**src/rtl/mmio_uart_tx.sv**
```systemverilog
// Memory-mapped 8N1 UART transmitter: bus stores to TXDATA are queued in a
// small FIFO and shifted out LSB first; STATUS exposes FIFO and line state.
module mmio_uart_tx #(
  parameter logic [31:0] BASE_ADDR    = 32'h0200_0020,
  parameter int          CLKS_PER_BIT = 16,
  parameter int          FIFO_DEPTH   = 8
) (
  input  logic        clk,
  input  logic        reset,
  input  logic        MemWrite,
  input  logic [31:0] DataAdr,
  input  logic [31:0] WriteData,
  output logic [31:0] ReadData,
  output logic        tx,
  output logic        busy
);
  localparam int AW = $clog2(FIFO_DEPTH);
  localparam int CW = AW + 1;
  localparam int BW = (CLKS_PER_BIT > 2) ? $clog2(CLKS_PER_BIT) : 1;

  typedef enum logic [1:0] {IDLE, START, DATA, STOP} state_t;

  state_t        state_reg;
  logic [7:0]    mem [FIFO_DEPTH];
  logic [AW-1:0] wr_ptr_reg;
  logic [AW-1:0] rd_ptr_reg;
  logic [CW-1:0] count_reg;
  logic [CW-1:0] count_next;
  logic          overflow_reg;
  logic [BW-1:0] baud_reg;
  logic [2:0]    bit_idx_reg;
  logic [7:0]    shift_reg;

  logic sel_data, sel_stat, push, pop, accept;
  logic full, empty, baud_last, going_idle;
  logic [31:0] status;
  logic unused_wdata;

  assign sel_data  = (DataAdr == BASE_ADDR);
  assign sel_stat  = (DataAdr == BASE_ADDR + 32'd4);
  assign push      = MemWrite && sel_data;
  assign full      = (count_reg == CW'(FIFO_DEPTH));
  assign empty     = (count_reg == '0);
  assign baud_last = (baud_reg == BW'(CLKS_PER_BIT - 1));

  // The FSM pops only from IDLE or at the end of a stop bit; it looks at the
  // registered count, so a same-cycle push is never bypassed to the line.
  assign pop        = !empty && ((state_reg == IDLE) || ((state_reg == STOP) && baud_last));
  assign going_idle = empty && ((state_reg == IDLE) || ((state_reg == STOP) && baud_last));
  assign accept     = push && (!full || pop);
  assign count_next = count_reg + CW'(accept) - CW'(pop);

  assign status   = {20'd0, 4'(count_reg), 4'd0, overflow_reg, (state_reg != IDLE), empty, full};
  assign ReadData = (sel_data || sel_stat) ? status : 32'd0;

  assign unused_wdata = ^WriteData[31:8];

  always_ff @(posedge clk) begin
    if (accept) begin
      mem[wr_ptr_reg] <= WriteData[7:0];
    end
  end

  always_ff @(posedge clk) begin
    if (reset) begin
      wr_ptr_reg   <= '0;
      rd_ptr_reg   <= '0;
      count_reg    <= '0;
      overflow_reg <= 1'b0;
    end else begin
      if (accept) wr_ptr_reg <= wr_ptr_reg + AW'(1);
      if (pop)    rd_ptr_reg <= rd_ptr_reg + AW'(1);
      count_reg <= count_next;
      if (push && !accept) begin
        overflow_reg <= 1'b1;
      end else if (MemWrite && sel_stat) begin
        overflow_reg <= 1'b0;
      end
    end
  end

  always_ff @(posedge clk) begin
    if (reset) begin
      state_reg   <= IDLE;
      tx          <= 1'b1;
      busy        <= 1'b0;
      baud_reg    <= '0;
      bit_idx_reg <= '0;
      shift_reg   <= '0;
    end else begin
      // busy tracks the state after this edge: still framing or still queued.
      busy <= !going_idle || (count_next != '0);
      unique case (state_reg)
        IDLE: begin
          if (pop) begin
            state_reg <= START;
            shift_reg <= mem[rd_ptr_reg];
            baud_reg  <= '0;
            tx        <= 1'b0;
          end
        end
        START: begin
          if (baud_last) begin
            baud_reg    <= '0;
            state_reg   <= DATA;
            tx          <= shift_reg[0];
            bit_idx_reg <= '0;
          end else begin
            baud_reg <= baud_reg + BW'(1);
          end
        end
        DATA: begin
          if (baud_last) begin
            baud_reg <= '0;
            if (bit_idx_reg == 3'd7) begin
              state_reg <= STOP;
              tx        <= 1'b1;
            end else begin
              shift_reg   <= shift_reg >> 1;
              tx          <= shift_reg[1];
              bit_idx_reg <= bit_idx_reg + 3'd1;
            end
          end else begin
            baud_reg <= baud_reg + BW'(1);
          end
        end
        STOP: begin
          if (baud_last) begin
            baud_reg <= '0;
            if (pop) begin
              state_reg <= START;
              shift_reg <= mem[rd_ptr_reg];
              tx        <= 1'b0;
            end else begin
              state_reg <= IDLE;
            end
          end else begin
            baud_reg <= baud_reg + BW'(1);
          end
        end
        default: begin
          state_reg <= IDLE;
          tx        <= 1'b1;
        end
      endcase
    end
  end
endmodule

```
**config.mk**
```make
export PLATFORM = sky130hd
export DESIGN_NAME = mmio_uart_tx
export DESIGN_NICKNAME = d
export VERILOG_FILES = /design/src/rtl/mmio_uart_tx.sv
export SDC_FILE = /design/constraint.sdc
export NUM_CORES = 1
export LEC_CHECK = 0
export ABC_AREA = 1
export BUFFER_PORTS_ARGS = -buffer_cell sky130_fd_sc_hd__buf_4
export CAP_MARGIN = 20
export CORE_MARGIN = 2
export CORE_UTILIZATION = 49
export CTS_BUF_LIST = sky130_fd_sc_hd__clkbuf_16
export DETAILED_ROUTE_END_ITERATION = 16
export PLACE_DENSITY = 0.81
export SETUP_SLACK_MARGIN = 0.02
export SYNTH_ARGS = -nofsm -noshare
export SYNTH_HDL_FRONTEND = slang
export SYNTH_SLANG_ARGS = --single-unit
```
**constraint.sdc**
```tcl
create_clock -name clk -period 2.5 [get_ports clk]
set_input_delay 0.5 -clock clk [delete_from_list [all_inputs] [get_ports clk]]
set_output_delay 0.5 -clock clk [all_outputs]
set_load 0.005 [all_outputs]
```
==> results of run 1 <==
[worst reg2reg max path, delay by kind of cell (launching register included)]
kind                     cells  cell delay [ns]
AO/OA/AOI/OAI                1             0.08
adder cells (fa/ha/maj)      3             0.81
buffers and inverters        4             0.28
flip-flops                   1             0.33
AND/OR/NAND/NOR              8             0.70
[cell usage in the layout (no fill, tap or decap), types with 3 or more instances in the layout]
| cell | count |
|---|---|
| a21oi_1 | 15 |
| buf_4 | 91 |
| clkbuf_16 | 9 |
| conb_1 | 24 |
| dfxtp_1 | 29 |
| dfxtp_2 | 4 |
| edfxtp_1 | 64 |
| ha_1 | 12 |
| inv_1 | 27 |
| inv_2 | 5 |
| nand2_1 | 68 |
| nand3_1 | 21 |
| nand3_2 | 3 |
| nand4_1 | 3 |
| nor2_1 | 132 |
| o211ai_1 | 3 |
| o21ai_0 | 44 |
| o21ai_1 | 3 |
[repair_timing]
item                                   in CTS  in global routing
endpoints found under the hold margin       0                  0
resized for setup                          16                  4
pin swaps                                   8                  7
gates cloned                                0                  0
hold buffers                                0                  0
setup buffers                               7                  1
setup endpoints to repair                   1                  1
[stage by stage]
step	hold WS [ns]	power [mW]	instance area, um^2
final	0.381	5.26	5630
after global routing	0.380	5.57	5630
after CTS	0.380	5.19	5610
after detailed placement	0.455	3.59	5190
after global placement	0.445	3.50	5190
after floorplan	0.433	3.06	4690
[final timing paths]
| kind | from | endpoint | slack (ns) | cells past startpoint |
|---|---|---|---|---|
| worst min register to register | overflow_reg | overflow_reg | 0.46 | 2 |
| worst max register to register | state_reg[1] | busy | 0.20 | 16 |
| worst max-delay path | state_reg[1] | busy | 0.20 | 16 |
| worst min-delay path | WriteData[5] | mem[0][5] | 0.38 | 1 |
[power by group]
group          leakage (nW)  switching, mW  internal, mW
Sequential            0.847         0.0776          1.83
Combinational          1.32           1.06         0.836
Clock                 0.153          0.651         0.806
[cell families (layout without fill, tap and decap cells)]
logic type	Yosys count	in the layout	share of synthesized area (%)
AO/OA/AOI/OAI	71	71	8.48
XOR/XNOR	5	5	0.952
adder cells (fa/ha/maj)	16	16	4.51
buffers and inverters	72	140	8.48
flip-flops	97	97	56.1
other	1	24	0.0815
AND/OR/NAND/NOR	238	238	21.4
[final cells by class]
class,instances,area [um^2]
clock buffers,9,225
clock inverters,7,93.8
fillers,689,3570
inverters,33,129
multi-input cells,354,1770
flip-flops and latches,97,2590
well taps,111,139
repair buffers,91,683
[routing by layer]
layer	track usage, %	wire, um	share of wire, %	up-vias
met5	0	0	0	-
met4	8.11	128	1.2	0
met3	4.02	454	4.4	14
met2	38.8	5530	54	122
met1	23.9	4210	41	1731
li1	-	-	-	1774
==> results.md, run 1 <==
* DPL Wire Length at 6650 um
* Total placed cells including tap cells at 678
* Slew Limit Fails at 0
* Setup Skew at 0.00726 ns
* Final ANT Viol Nets at 0
* FFs w/ async S/R, synth at 0%
* Crit path DAT at 2.54 ns
* Post-synth EDFFs at 64
* Unrepaired setup endpoints after global routing: false
* Worst min path class: primary input to flip-flop
* DIE WIDTH at 101 um
* CP Class: flip-flop to flip-flop
* Setup WS pre-CTS at -0.179 ns
* Setup ws final at 0.196 ns
* Share of post-route cells with drive strength above 1 at 23.0%
* Clk_lat worst skew at 0.34 ns
* Req. time, crit path at 2.73 ns
* Ant. Diodes at 0
* Die area at 10,200 um^2
* Fin util at 61.2%
* CTS tree: done
* TNS Setup at 0 ns
* Max VDD drop at 0.000594 V
* Input/output buffers at 52
* F_max at 434 MHz
* Period utilisation layout at 92.2%
* Clock tree buffer depth at 2
* Vias in the first global route at 3,699
* Worst-path cell with the longest stage delay: fa_2
* Post-synth top flop: edfxtp_1
* Max Cap Violations at 0
* Seq/Total Area, Yosys at 56.1%
* Yosys cell types at 37
* Outcome: completed
* CP Cell Sequence: inv_1, ha_2, inv_2, nand2_2, nand3_4, nand2_4, nand3_2, inv_2, nand2_1, nand2_1, ha_2, fa_2, inv_2, nand2_1, nor4_2, o21ai_1
* Synth top area share at 41.8%
* Critical Path Source Type: flip-flop
* Hold Vio Cnt, Final at 0
* Synth cell count leaders: 132 x nor2_1, 70 x nand2_1, 64 x edfxtp_1, 45 x o21ai_0, 33 x dfxtp_1
* Largest net degree at the start of global routing at 33
* Area leader, netlist: edfxtp_1
* DRT Pass-1 Iters at 5
* Clock transition at path regs at 0.07 ns
* Critical path buffers and inverters at 4
* Initial antenna violation count at 0
* Wire length per cell at 14.7 um
* Most common cell in the synthesized netlist: nor2_1
* Kind of end point of the critical path: flip-flop
* Cell Pwr Density at 934 nW/um^2
* Max reg flops at 64
* Count of routing violations after the opening detailed-route iteration at 275
* Die Ht at 101 um
* Yosys warning count at 0
* Cell Area, Synth at 4600 um^2
* Final setup viols at 0
* Post-Syn Instances at 500
* Min Tclk post-route at 2.30 ns
* RD Place Congestion at 0.850
* Drt drc at 0
* CTS Buf Count at 9
* Overall routing resource usage at 21.0%
* Non-Filler Instances at 702
* Delay-heaviest family, CP: adder cells
* Vias per cell at 5.19
* Initial core utilization at 50.0%
* First-pass GRT wire length at 16,800 um
* Congestion Overflow GR at 0
* Synth top area cells: edfxtp_1 42%, dfxtp_1 14%, nor2_1 11%
* Crit-path max FO at 4
* Slew HR at 57.3%
* Core area at 9200 um^2
* Worst path max stage delay at 0.44 ns
* CTS HTree Levels at 3
* Syn-to-layout area delta at 22.3%
* CTS Root Cell: clkbuf_16
* FF+latch count, synth at 97
* Final nets at 669
* Worst slew pin tran at 0.640 ns
* Via count at 3,641
* I/O Pins at 101
* Leak pwr at 2.32 nW
* Syn_area_per_cell at 9.20 um^2
* DRT Wirelength at 10,300 um
* CTS sink cnt at 97
* Num rows at 35
(Power assumes the default switching activity.)
==> run 2: changes to the inputs <==
- CORE_MARGIN: 2 -> unset
==> run 2 against run 1 <==
Flip-flop and latch count stayed put; sequential power about the same; via count fell by 0.30%; wire length grew 0.25%; global-route usage is essentially flat; combinational power is 7% higher; non-clock buffer count is 1 lower.
==> results.md, run 2 (same netlist as run 1, synthesis figures left out) <==
* Setup WS pre-CTS at -0.172 ns (+0.00712 ns)
* Reg2Reg Depth at 15 (-1)
* CTS Root Cell: clkbuf_16
* Congestion Overflow GR at 0 (unchanged)
* DP Area at 5180 um^2 (about the same)
* Req. time, crit path at 2.73 ns (about the same)
* Overall Power at 5.39 mW (+2.5%)
* CTS HTree Levels at 3 (unchanged)
* Sequential cell fraction of total power at 35.8% (-0.5 points)
* Most common cell after layout, fill and taps aside: nor2_1
* CTS sink cnt at 97 (unchanged)
* Critical path buffers and inverters at 2 (-2)
* Crit path from: baud_reg[0]
* Hold Vio Cnt, Final at 0 (unchanged)
* CTS Buf Count at 9 (unchanged)
* Final setup viols at 0 (unchanged)
* FF/Latch Area at 2590 um^2 (about the same)
* Switching Fraction at 34.5% (+0.54 points)
* Wire length per cell at 14.8 um (+0.83%)
* Crit-path max FO at 4 (unchanged)
* R2r setup slk at 0.08 ns (-0.11 ns)
* CTS Hold Bufs at 0 (unchanged)
* Share of post-route cells with drive strength above 1 at 23.2% (+0.21 points)
* DRT Pass-1 Iters at 5 (unchanged)
* Power share of the clock group at 26.8% (-0.9 points)
* Drt drc at 0 (unchanged)
* DIE WIDTH at 98.9 um (-2.0%)
* Design Area, Final at 5660 um^2 (+0.58%)
* Die area at 9780 um^2 (-3.9%)
* Ant. Diodes at 0 (unchanged)
* Clk_lat worst skew at 0.35 ns (about the same)
* Die Ht at 98.9 um (-2.0%)
* Fillers at 638 (-7.4%)
* Initial antenna violation count at 0 (unchanged)
* Critical path depth at 15 (-1)
* Via count at 3,630 (-0.30%)
* Critical Path Source Type: flip-flop
* Leak pwr at 2.31 nW (-0.21%)
* Worst R2R Start: baud_reg[0]
* Cell Pwr Density at 952 nW/um^2 (+1.9%)
* Max VDD drop at 0.000487 V (-18%)
* Outcome: completed
* Worst-path cell with the longest stage delay: fa_2
* I/O Pins at 101 (unchanged)
* Worst min path class: primary input to flip-flop
* RD Place Congestion at 0.889 (+4.6%)
* Kind of end point of the critical path: flip-flop
* Count of routing violations after the opening detailed-route iteration at 315 (+15%)
* CP Class: flip-flop to flip-flop
* Delay-heaviest family, CP: simple AND/OR/NAND/NOR gates
* Num rows at 34 (-2.9%)
* Setup ws final at 0.0826 ns (-0.113 ns)
* Hold Slack at 0.380 ns (-0.00147 ns)
* Crit path DAT at 2.65 ns (+0.11 ns)
* Max reg flops at 64 (unchanged)
* Final ANT Viol Nets at 0 (unchanged)
* Clock transition at path regs at 0.07 ns (about the same)
* Most frequent cells in the layout: 132 x nor2_1, 90 x buf_4, 67 x nand2_1
* Vias in the first global route at 3,488 (-5.7%)
* Syn-to-layout area delta at 23.0%
* Slew HR at 58.9% (+1.7 points)
* Initial core utilization at 51.8% (+1.7 points)
* Core area at 8890 um^2 (-3.3%)
* Worst path max stage delay at 0.44 ns (about the same)
* Worst setup path endpoint: busy
* Fin util at 63.7% (+2.5 points)
* NetSw at 1.86 mW (+4.1%)
* Period utilisation layout at 96.7% (+4.5 points)
* Input/output buffers at 52 (unchanged)
* CTS tree: done
* Worst slew pin tran at 0.616 ns (-0.0241 ns)
* Setup Skew at 0.00938 ns (+0.00211 ns)
* Slew Limit Fails at 0 (unchanged)
* R2R Path End: busy
* Overall routing resource usage at 21.0% (-0.021 points)
* Min Tclk post-route at 2.42 ns (+0.113 ns)
* Max Cap Violations at 0 (unchanged)
* Int Pwr at 3.53 mW (+1.6%)
* F_max at 414 MHz (-4.7%)
* Logic pwr share at 37.4% (+1.4 points)
* DPL Wire Length at 6420 um (-3.4%)
* DRT Wirelength at 10,300 um (+0.25%)
* Hold path start: WriteData[4]
* Largest net degree at the start of global routing at 33 (unchanged)
* Final nets at 668 (-0.15%)
* Clock tree buffer depth at 2 (unchanged)
* Multi-input gate area in the final layout at 1810 um^2 (+2.3%)
* CP Cell Sequence: ha_4, nand3_4, nand2_4, nand3_4, nand2_2, nand3_2, inv_2, nand2_1, nand2_2, ha_4, fa_2, inv_1, nand2_1, nor4_2, o21ai_1
* First-pass GRT wire length at 15,800 um (-6.0%)
* Vias per cell at 5.20 (+0.27%)
[run 2: cell types whose count changed in the layout (fill, tap and decap cells not counted), moves of 2 or more]
cell	change
inv_6	-2
ha_4	+2
inv_8	+2
ha_2	-2
[run 2: worst register-to-register path: cells and delay by family (launching register included)]
kind,cells,cell delay (ns)
AO/OA/AOI/OAI,1,0.10
adder cells (fa/ha/maj),3,0.73
buffers and inverters,2,0.15
flip-flops,1,0.38
AND/OR/NAND/NOR,9,0.95
[run 2: worst min-delay path by stage]
stage | end | cells past startpoint
after floorplan | flip-flop | 2
after global placement | overflow_reg | 2
after detailed placement | overflow_reg | 2
after CTS | mem[1][4] | 1
after global routing | mem[3][4] | 1
final | mem[1][4] | 1
[run 2: power groups by stage]
stage / combinational, mW / sequential, mW / clock (mW)
after floorplan: 1.14 / 1.92 / 0
after global placement: 1.59 / 1.92 / 0
after detailed placement: 1.67 / 1.93 / 0
after CTS: 1.77 / 1.90 / 1.44
after global routing: 2.20 / 1.94 / 1.53
final: 2.02 / 1.93 / 1.44
[run 2: area by class of cell]
class	count	area share, %
timing repair buffer	90	11.9
inverter	33	2.32
clock buffer	9	3.98
clock inverter	7	1.61
tap	108	2.39
multi-input combinational	354	32.0
sequential	97	45.8
[run 2: stage by stage]
step	instances	TNS [ns]
floorplan	523	0
global placement	675	-0.140
detailed placement	675	-0.172
CTS	692	0
global route	698	-0.0427
finish	698	0
[run 2: repair_timing]
| item | 4_1_cts | 5_1_grt |
|---|---|---|
| gates resized for setup | 3 | 26 |
| pin swaps | 1 | 7 |
| buffers inserted | 1 | 6 |
| endpoints found under the setup margin | 1 | 2 |
[run 2: layer usage]
layer  GRT usage [%]  wire length [um]  up-vias
li1                -                 -     1777
met1            23.9              4020     1696
met2            38.7              5450      137
met3            2.84               648       20
met4            9.99               222        0
met5               0                 0        -
